==> config.mk <==
export PLATFORM = sky130hd
export DESIGN_NAME = avr_spi_bridge
export DESIGN_NICKNAME = d
export VERILOG_FILES = /design/src/rtl/avr_spi_bridge_pkg.sv /design/src/rtl/spi_master_engine.sv /design/src/rtl/avr_spi_bridge.sv
export SDC_FILE = /design/constraint.sdc
export NUM_CORES = 1
export LEC_CHECK = 0
export ABC_CLOCK_PERIOD_IN_PS = 3950
export CORE_ASPECT_RATIO = 1.2
export CORE_MARGIN = 10
export CORE_UTILIZATION = 55
export DETAILED_ROUTE_END_ITERATION = 16
export GPL_TIMING_DRIVEN = 0
export PLACE_DENSITY_LB_ADDON = 0.08
export RECOVER_POWER = 100
export SLEW_MARGIN = 20
export SYNTH_ARGS = -nofsm -noshare
export SYNTH_HDL_FRONTEND = slang
export SYNTH_HIERARCHICAL = 1
export SYNTH_SLANG_ARGS = --single-unit
==> constraint.sdc <==
create_clock -name fclk -period 3.95 [get_ports fclk]
set_clock_uncertainty 0.1 [all_clocks]
set_input_delay 0.79 -clock fclk [delete_from_list [all_inputs] [get_ports fclk]]
set_output_delay 0.79 -clock fclk [all_outputs]
set_load 0.03 [all_outputs]
==> src/rtl/avr_spi_bridge_pkg.sv <==
// Shared definitions for the AVR SPI bridge:
// command/status field positions and master states.
package avr_spi_bridge_pkg;

  localparam int CMD_CS_BIT = 7;
  localparam int CMD_CH_HI  = 6;
  localparam int CMD_CH_LO  = 4;
  localparam int CMD_DIV_HI = 3;
  localparam int CMD_DIV_LO = 0;

  localparam int ST_OVR_BIT  = 0;
  localparam int ST_BUSY_BIT = 1;

  typedef enum logic [2:0] {
    M_IDLE,
    M_SETUP,
    M_RISE,
    M_FALL,
    M_DONE
  } mstate_e;

endpackage

==> src/rtl/spi_master_engine.sv <==
// Mode-0 SPI master byte engine with a
// programmable SCK half-period of div+1 clocks.
module spi_master_engine
  import avr_spi_bridge_pkg::*;
#(
  parameter int DIV_W = 4
) (
  input  logic             clk,
  input  logic             rst_n,
  input  logic             start_i,
  input  logic [DIV_W-1:0] div_i,
  input  logic [7:0]       tx_i,
  input  logic             miso_i,
  output logic             busy_o,
  output logic             done_o,
  output logic [7:0]       rx_o,
  output logic             sck_o,
  output logic             mosi_o
);

  mstate_e          st_q, st_d;
  logic [DIV_W-1:0] cnt_q, cnt_d;
  logic [DIV_W-1:0] div_q, div_d;
  logic [3:0]       bit_q, bit_d;
  logic [6:0]       sh_q, sh_d;
  logic [7:0]       rx_q, rx_d;
  logic             sck_q, sck_d;
  logic             mosi_q, mosi_d;
  logic             tick;

  always_ff @(posedge clk) begin
    if (!rst_n) begin
      st_q   <= M_IDLE;
      cnt_q  <= '0;
      div_q  <= '0;
      bit_q  <= '0;
      sh_q   <= '1;
      rx_q   <= '0;
      sck_q  <= 1'b0;
      mosi_q <= 1'b1;
    end else begin
      st_q   <= st_d;
      cnt_q  <= cnt_d;
      div_q  <= div_d;
      bit_q  <= bit_d;
      sh_q   <= sh_d;
      rx_q   <= rx_d;
      sck_q  <= sck_d;
      mosi_q <= mosi_d;
    end
  end

  always_comb begin
    st_d   = st_q;
    cnt_d  = cnt_q;
    div_d  = div_q;
    bit_d  = bit_q;
    sh_d   = sh_q;
    rx_d   = rx_q;
    mosi_d = mosi_q;
    tick   = (cnt_q == div_q);
    unique case (st_q)
      M_IDLE: begin
        if (start_i) begin
          st_d   = M_SETUP;
          cnt_d  = '0;
          div_d  = div_i;
          bit_d  = '0;
          sh_d   = tx_i[6:0];
          mosi_d = tx_i[7];
        end
      end
      // low phases; the last one ends the byte
      M_SETUP, M_FALL: begin
        cnt_d = tick ? '0 : cnt_q + DIV_W'(1);
        if (tick) begin
          if (bit_q == 4'd8) begin
            st_d = M_DONE;
          end else begin
            st_d = M_RISE;
            rx_d = {rx_q[6:0], miso_i};
          end
        end
      end
      M_RISE: begin
        cnt_d = tick ? '0 : cnt_q + DIV_W'(1);
        if (tick) begin
          st_d   = M_FALL;
          mosi_d = sh_q[6];
          sh_d   = {sh_q[5:0], 1'b1};
          bit_d  = bit_q + 4'd1;
        end
      end
      M_DONE: st_d = M_IDLE;
      default: st_d = M_IDLE;
    endcase
    sck_d = (st_d == M_RISE);
  end

  assign busy_o = (st_q != M_IDLE);
  assign done_o = (st_q == M_DONE);
  assign rx_o   = rx_q;
  assign sck_o  = sck_q;
  assign mosi_o = mosi_q;

endmodule

==> src/rtl/avr_spi_bridge.sv <==
// AVR SPI slave re-clocked through a local SPI master to NUM_CH targets.
// Define BRIDGE_STATUS_EN to return the status byte at frame start.
module avr_spi_bridge
  import avr_spi_bridge_pkg::*;
#(
  parameter int NUM_CH      = 2,
  parameter int DIV_W       = 4,
  parameter int SYNC_STAGES = 2
) (
  input  logic              fclk,
  input  logic              rst_n,
  input  logic              spics_n,
  input  logic              spick,
  input  logic              spido,
  output logic              spidi,
  output logic              spiint_n,
  output logic [NUM_CH-1:0] ch_cs_n,
  output logic              ch_sck,
  output logic              ch_mosi,
  input  logic [NUM_CH-1:0] ch_miso,
  output logic              act
);

  logic [SYNC_STAGES-1:0] cs_sq, ck_sq, do_sq;
  logic cs_pq, ck_pq;
  logic cs_s, ck_s, do_s;
  logic frm_start, frm_end, ck_rise, ck_fall;
  logic byte_done;
  logic [7:0] byte_w;

  logic [2:0]        bcnt_q, bcnt_d;
  logic [6:0]        rsh_q, rsh_d;
  logic [7:0]        tsh_q, tsh_d;
  logic              spidi_q, spidi_d;
  logic              first_q, first_d;
  logic [2:0]        ch_q, ch_d;
  logic [DIV_W-1:0]  div_q, div_d;
  logic [NUM_CH-1:0] cs_n_q, cs_n_d;
  logic              endp_q, endp_d;
  logic [7:0]        status;

  logic       busy, m_start, m_done, m_miso;
  logic [7:0] m_rx;

  always_ff @(posedge fclk) begin
    if (!rst_n) begin
      cs_sq <= '1;
      ck_sq <= '0;
      do_sq <= '0;
      cs_pq <= 1'b1;
      ck_pq <= 1'b0;
    end else begin
      cs_sq <= {cs_sq[SYNC_STAGES-2:0], spics_n};
      ck_sq <= {ck_sq[SYNC_STAGES-2:0], spick};
      do_sq <= {do_sq[SYNC_STAGES-2:0], spido};
      cs_pq <= cs_sq[SYNC_STAGES-1];
      ck_pq <= ck_sq[SYNC_STAGES-1];
    end
  end

  assign cs_s      = cs_sq[SYNC_STAGES-1];
  assign ck_s      = ck_sq[SYNC_STAGES-1];
  assign do_s      = do_sq[SYNC_STAGES-1];
  assign frm_start = cs_pq & ~cs_s;
  assign frm_end   = ~cs_pq & cs_s;
  assign ck_rise   = ~cs_s & ~ck_pq & ck_s;
  assign ck_fall   = ~cs_s & ck_pq & ~ck_s;
  assign byte_w    = {rsh_q, do_s};
  assign byte_done = ck_rise & (bcnt_q == 3'd7);
  assign m_start   = byte_done & ~first_q & ~busy;

`ifdef BRIDGE_STATUS_EN
  logic ovr_q, ovr_d;
  always_ff @(posedge fclk) begin
    if (!rst_n) ovr_q <= 1'b0;
    else        ovr_q <= ovr_d;
  end
  // a new overrun beats the clear-on-read
  always_comb begin
    ovr_d = ovr_q;
    if (frm_start) ovr_d = 1'b0;
    if (byte_done && !first_q && busy) ovr_d = 1'b1;
    status = '0;
    status[ST_OVR_BIT]  = ovr_q;
    status[ST_BUSY_BIT] = busy;
  end
`else
  assign status = 8'hFF;
`endif

  always_ff @(posedge fclk) begin
    if (!rst_n) begin
      bcnt_q  <= '0;
      rsh_q   <= '0;
      tsh_q   <= '1;
      spidi_q <= 1'b1;
      first_q <= 1'b1;
      ch_q    <= '0;
      div_q   <= '0;
      cs_n_q  <= '1;
      endp_q  <= 1'b0;
    end else begin
      bcnt_q  <= bcnt_d;
      rsh_q   <= rsh_d;
      tsh_q   <= tsh_d;
      spidi_q <= spidi_d;
      first_q <= first_d;
      ch_q    <= ch_d;
      div_q   <= div_d;
      cs_n_q  <= cs_n_d;
      endp_q  <= endp_d;
    end
  end

  always_comb begin
    bcnt_d  = bcnt_q;
    rsh_d   = rsh_q;
    first_d = first_q;
    ch_d    = ch_q;
    div_d   = div_q;
    if (ck_rise) begin
      bcnt_d = bcnt_q + 3'd1;
      rsh_d  = byte_w[6:0];
    end
    if (byte_done && first_q) begin
      first_d = 1'b0;
      ch_d    = byte_w[CMD_CH_HI:CMD_CH_LO];
      div_d   = DIV_W'(byte_w[CMD_DIV_HI:CMD_DIV_LO]);
    end
    if (frm_start || frm_end) bcnt_d = '0;
    if (frm_start) first_d = 1'b1;
  end

  // MISO of the next byte is presented on the byte-boundary fall
  always_comb begin
    tsh_d   = tsh_q;
    spidi_d = spidi_q;
    if (ck_fall) spidi_d = tsh_q[3'd7 - bcnt_q];
    if (byte_done) tsh_d = 8'hFF;
    if (m_done) begin
      tsh_d = m_rx;
      if (bcnt_q == 3'd0 && !ck_rise) spidi_d = m_rx[7];
    end
    if (frm_start) begin
      tsh_d   = status;
      spidi_d = status[7];
    end
  end

  always_comb begin
    cs_n_d = cs_n_q;
    endp_d = endp_q;
    if (frm_end) begin
      endp_d = 1'b1;
    end else if (endp_q && !busy) begin
      endp_d = 1'b0;
      cs_n_d = '1;
    end
    if (byte_done && first_q) begin
      for (int i = 0; i < NUM_CH; i++) begin
        cs_n_d[i] = ~(byte_w[CMD_CS_BIT] &&
                      byte_w[CMD_CH_HI:CMD_CH_LO] == 3'(i));
      end
    end
    if (frm_start) endp_d = 1'b0;
  end

  always_comb begin
    m_miso = 1'b1;
    for (int i = 0; i < NUM_CH; i++) begin
      if (ch_q == 3'(i)) m_miso = ch_miso[i];
    end
  end

  spi_master_engine #(
    .DIV_W (DIV_W)
  ) u_mst (
    .clk     (fclk),
    .rst_n   (rst_n),
    .start_i (m_start),
    .div_i   (div_q),
    .tx_i    (byte_w),
    .miso_i  (m_miso),
    .busy_o  (busy),
    .done_o  (m_done),
    .rx_o    (m_rx),
    .sck_o   (ch_sck),
    .mosi_o  (ch_mosi)
  );

  assign spidi    = spidi_q;
  assign spiint_n = ~busy;
  assign act      = busy;
  assign ch_cs_n  = cs_n_q;

endmodule
Yosys cells after proc, flatten, opt, wreduce, memory -nomap -nowiden:

Index checks and enable logic that the tools add are counted.

* register bits: 70
* output and inout bits: 7
* logic and storage cells: 116

* $add $sub $neg: 4
* $lt $le $gt $ge: 1
* equal/unequal tests: 13
* mux-type cells: 30
* bitwise logic cells: 19
* reduce and logical (&&, ||, !) cells: 27

Operators by type and width (number)
* 2-to-1 mux 8 bit: 2
* one-hot mux 4 bit (2 select lines): 2
* 2-to-1 mux 7 bit: 2
* one-hot mux 7 bit (2 select lines): 1
* logical NOT 3 bit: 4
* 2-to-1 mux 3 bit: 4
* 2-to-1 mux 4 bit: 3
* 2-to-1 mux 1 bit: 10
* inverter 1 bit: 10
* nonzero test 2 bit: 5
* AND 1 bit: 9
* equality test 3 x 1 -> 1 bit (second input constant): 3
* equality test 3 x 2 -> 1 bit (second input constant): 3
* one-hot mux 3 bit (3 select lines): 1
* adder 4 x 1 -> 4 bit (second input constant): 2
* equality test 3 bit (second input constant): 2
* 2-to-1 mux 2 bit: 3
* AND reduction 2 bit: 3
* AND reduction 3 bit: 2
* OR reduction 2 bit: 3
* logical AND 1 bit: 5
* equality test 4 bit: 1
* equality test 4 bit (second input constant): 1
* < comparator 3 x 4 -> 1 bit (second input constant): 1
* other kinds (10): 12

Logic depth before layout (Yosys ltp):

* depth after elaboration: 9
* mapped depth: 9
* gate-level depth less buffers: 8

Hierarchy:

Netlist, hierarchy kept.

Modules (own cells, without submodules)
* avr_spi_bridge: instances 1, cells each 166, area each 1512.7 µm²
* spi_master_engine: instances 1, cells each 165, area each 1502.7 µm²

Least setup slack after synthesis:

Ideal clock, no wire load.

* path type: reg-to-reg
* start: reg cs_sq[1]
* end: reg u_mst.bit_q[3]
* arrival time: 2.093 ns
* setup slack: 1.641 ns
* cell stages (with the launch flop): 10
* buffers on the path: 2
* clock period less this slack: 2.309 ns
* path through: dfxtp_1 nor3b_4 buf_2 nand2_1 nor3_1 or4b_1 buf_2 nand3_1 a31oi_1 a31o_1

* cells in the longest elaborated chain, start to end: 8

Ends and longest elaborated chain
* start: declaration: RTL line avr_spi_bridge.sv:24 `logic [SYNC_STAGES-1:0] cs_sq, ck_sq, do_sq;`
* start signal: assignment: RTL line avr_spi_bridge.sv:53 `cs_sq <= {cs_sq[SYNC_STAGES-2:0], spics_n};`
* inverter 1 bit: RTL line avr_spi_bridge.sv:66 `assign ck_rise = ~cs_s & ~ck_pq & ck_s;`
* AND 1 bit (2 in a row): RTL line avr_spi_bridge.sv:66
* AND 1 bit: RTL line avr_spi_bridge.sv:69 `assign byte_done = ck_rise & (bcnt_q == 3'd7);`
* AND 1 bit (2 in a row): RTL line avr_spi_bridge.sv:70 `assign m_start = byte_done & ~first_q & ~busy;`
* net m_start: RTL line avr_spi_bridge.sv:42 `logic busy, m_start, m_done, m_miso;`
* != test 2 bit (no line)
* AND reduction 3 bit (no line)
* end signal: assignment: RTL line spi_master_engine.sv:45 `bit_q <= bit_d;`
* end: declaration: RTL line spi_master_engine.sv:24 `logic [3:0] bit_q, bit_d;`

The timed path passes the listed nets, and every way through them passes these cells.
A chain may end at the register's enable or synchronous reset.

Worst setup path after layout:

* start: reg cs_sq[1]
* end: reg u_mst.cnt_q[1]

* cells in the longest elaborated chain, start to end: 8

Ends and longest elaborated chain
* inverter 1 bit: RTL line avr_spi_bridge.sv:66
* AND 1 bit (2 in a row): RTL line avr_spi_bridge.sv:66
* AND 1 bit: RTL line avr_spi_bridge.sv:69
* AND 1 bit (2 in a row): RTL line avr_spi_bridge.sv:70
* net m_start: RTL line avr_spi_bridge.sv:42
* != test 2 bit (no line)
* AND reduction 2 bit (no line)
* end signal: assignment: RTL line spi_master_engine.sv:43 `cnt_q <= cnt_d;`
* end: declaration: RTL line spi_master_engine.sv:22 `logic [DIV_W-1:0] cnt_q, cnt_d;`

The timed path passes the listed nets, and every way through them passes these cells.

==> flow_metrics.tcl <==
set metrics [dict create \
    cts_buffers 9 \
    worst_slew_pin_slew_ps 724.6 \
    worstPathCellList "nor3b_4 > clkbuf_1 > nand2_1 > nor3_1 > nor4b_2 > buf_4 > nor2_1 > a32oi_1 > nor2_1" \
    ys_dominant_reg_cell "dfxtp_1" \
    synth.distinct_cells 52 \
    syn_nets 346 \
    slew_violations 0 \
    hold_viol_final 0 \
    cpMostUsedCell "nor2_1" \
    layout_commonest_cell "nand2_1" \
    syn_area_um2 3015 \
    syn_to_final_growth_pct 11.62 \
    grt_pass1_vias 2230 \
    async_flop_share_pct 0 \
    setup_violations 0 \
    top_level_ports 14 \
    cts_max_level 3 \
    nets 370 \
    core_um2 5298 \
    timing.slew.headroom_pct 51.56 \
    clk_latency_ps 340 \
    cts_hold_buf 0 \
    synth-seq-cells 70 \
    finalWorstSetupSlack_ps 825.3 \
    synth_cells 331 \
    stdcell_count 421 \
    grt_pass1_wl_um 10180 \
    clk_path_buf_depth 2 \
    finalSetupTns_ps 0 \
    cp_max_fo 10 \
    rr_startpoint "cs_sq[1]" \
    io_buffers 13 \
    max_freq_mhz 320.0 \
    synth_top_area_cell "dfxtp_1" \
    ys_top_cells_by_area "dfxtp_1 (46%), nand2_1 (11%), mux2i_1 (4.0%)" \
    worstRegToRegCells 9 \
    routabilityCongestion 0.8060 \
    rows 29 \
    r2r_end "u_mst/cnt_q[1]" \
    synth_edf_count 0 \
    syn_area_per_cell_um2 9.110 \
    routed_wl_um 5858 \
    pre_cts_slack_ps 1162 \
    hold_start "cs_sq[0]" \
    ys_seq_area_share_pct 46.47 \
    dp_cells 406 \
    crit_slowest_cell "nor4b_2" \
    r2r_slack_ps 830 \
    status "finished, final reports clean" \
    die-height_um 101.1 \
    cts_resized 0 \
    wl_per_cell_um 13.91 \
    hold_class "reg2reg" \
    diodes 0 \
    min_to "cs_sq[1]" \
    drc 0 \
    final_cell_mix "nand2_1 (88), dfxtp_1 (70), a21boi_0 (15), a21oi_1 (14)" \
    critPathMaxStageDelay_ps 690 \
    antenna_found_initial 0 \
    end_kind "flip-flop" \
    grt_overflow 0 \
    cts_setup_buffers 0 \
    crit_arrival_ps 3240 \
    cts.sinks 70 \
    track_usage_pct 14.38 \
    drt_iter0_markers 77 \
    critPathKind "reg2reg" \
    worstPathRequired_ps 4070 \
    crit_path_start_kind "flip-flop" \
    ir_drop_uv 268.8 \
    layout-drive-gt1-share_pct 8.078 \
    synth_top_area_share_pct 46.47 \
    hpwl_um 4202 \
    drt_first_pass_iters 4 \
    whs_path_depth 1 \
    die_area_um2 8856 \
    total_leakage_power_nw 1.284 \
    cts_tree "built" \
    power.density_nw_per_um2 369.2 \
    yosys_warnings 6 \
    viasPerCell 5.506 \
    grt_max_degree 12 \
    timing.final.crit_share_pct 79.11 \
    die_w_um 87.59 \
    initial_core_util_pct 56.92 \
    rsz0062_at_grt "no" \
    antenna_left 0 \
    finalCriticalPeriod_ps 3125 \
    clkSlewWorstSetupHoldPaths_ps 70 \
    drv_cap 0 \
    num_vias 2318 \
    root_buffer "clkbuf_8" \
]
-- flip-flops by register name, indices dropped and copies added, names as in the netlist, 2 cells and up --
register     cells
bcnt_q           3
ch_q             3
div_q            4
ck_sq            2
u_mst/sh_q       7
rsh_q            7
do_sq            2
u_mst/rx_o       8
tsh_q            8
ch_cs_n          2
u_mst/cnt_q      4
cs_sq            2
u_mst/div_q      4
u_mst/st_q       3
u_mst/bit_q      4
-- layout make-up --
type | count | area, µm²
fillers | 472 | 1932
clock buffers | 14 | 162.7
well taps | 62 | 77.57
plain buffers | 15 | 92.59
flip-flops and latches | 70 | 1401
inverters | 12 | 45.04
repair buffers | 13 | 130.1
clock inverters | 1 | 5.005
multi-input cells | 234 | 1451
-- cell families (layout without fill, tap and decap cells) --
logic type                 Yosys count  count (layout)  synth area share, %
AOI/OAI and AO/OA                   66              66                15.64
xor gates and xnor gates             4               4                1.162
adders and majority gates            8               8                3.320
buffers and inverters               27              55                4.896
DFF                                 70              70                46.47
muxes                               14              14                5.726
and+or+nand+nor                    142             142                22.78
-- Yosys cell counts (2+ instances only) --
cell type,instances
o21ai_1,3
nand3b_1,2
nand2_1,88
nor3_1,8
a21boi_1,7
a31o_1,2
nand2b_1,2
and2_1,8
nand3_1,7
a211oi_1,3
o211ai_1,2
ha_1,8
dfxtp_1,70
buf_4,4
clkbuf_1,5
nor2b_1,2
a21boi_0,8
a221o_1,7
nor2_1,10
mux2i_1,12
a31oi_1,2
a21oi_1,13
o21ai_0,3
buf_2,3
mux4_1,2
inv_1,12
xnor2_1,4
and3_1,3
o22ai_1,8
-- power breakdown --
part / switching (mW) / internal (mW)
Clock: 0.241 / 0.259
Combinational: 0.0180 / 0.0134
Sequential: 0.00256 / 0.709
Total: 0.261 / 0.981
-- per-stage QoR --
| stage | hold WS, ps | util (%) | cell area, µm² | total power, mW |
|---|---|---|---|---|
| 5_1_grt | 321.0 | 63.53 | 3366 | 1.296 |
| 6_report | 307.5 | 63.53 | 3366 | 1.243 |
| 3_5_place_dp | 291.7 | 60.84 | 3223 | 0.7607 |
| 4_1_cts | 307.8 | 64.01 | 3391 | 1.263 |
| 2_1_floorplan | 286.3 | - | 3015 | 0.7468 |
| 3_3_place_gp | 291.5 | 60.84 | 3223 | 0.7604 |
-- worst max-delay path, delay by kind of cell, from the launching register on --
kind            cells  cell delay (ps)
compound gates      1              150
buf+inv             2              700
flops               1              370
simple gates        6             1690
-- how the worst max path moves through the flow --
| stage | depth (start not counted) | to | slack, ps | from |
|---|---|---|---|---|
| after floorplan | 9 | u_mst/bit_q[3] | 1640 | cs_sq[1] |
| after global placement | 9 | u_mst/cnt_q[1] | 1180 | cs_sq[1] |
| after detailed placement | 9 | u_mst/cnt_q[1] | 1160 | cs_sq[1] |
| after CTS | 3 | act | 1150 | u_mst/st_q[1] |
| after global routing | 9 | u_mst/cnt_q[1] | 440 | ck_sq[1] |
| final | 9 | u_mst/cnt_q[1] | 830 | cs_sq[1] |
-- layer usage --
layer  GRT usage [%]  vias up  part of all wire (%)
met5               0        -                     0
met4           7.248        0                   1.5
met3           4.207        8                   4.3
met2           22.53       39                    49
met1           17.45     1072                    45
li1                -     1199                     -
(Power assumes the default switching activity.)
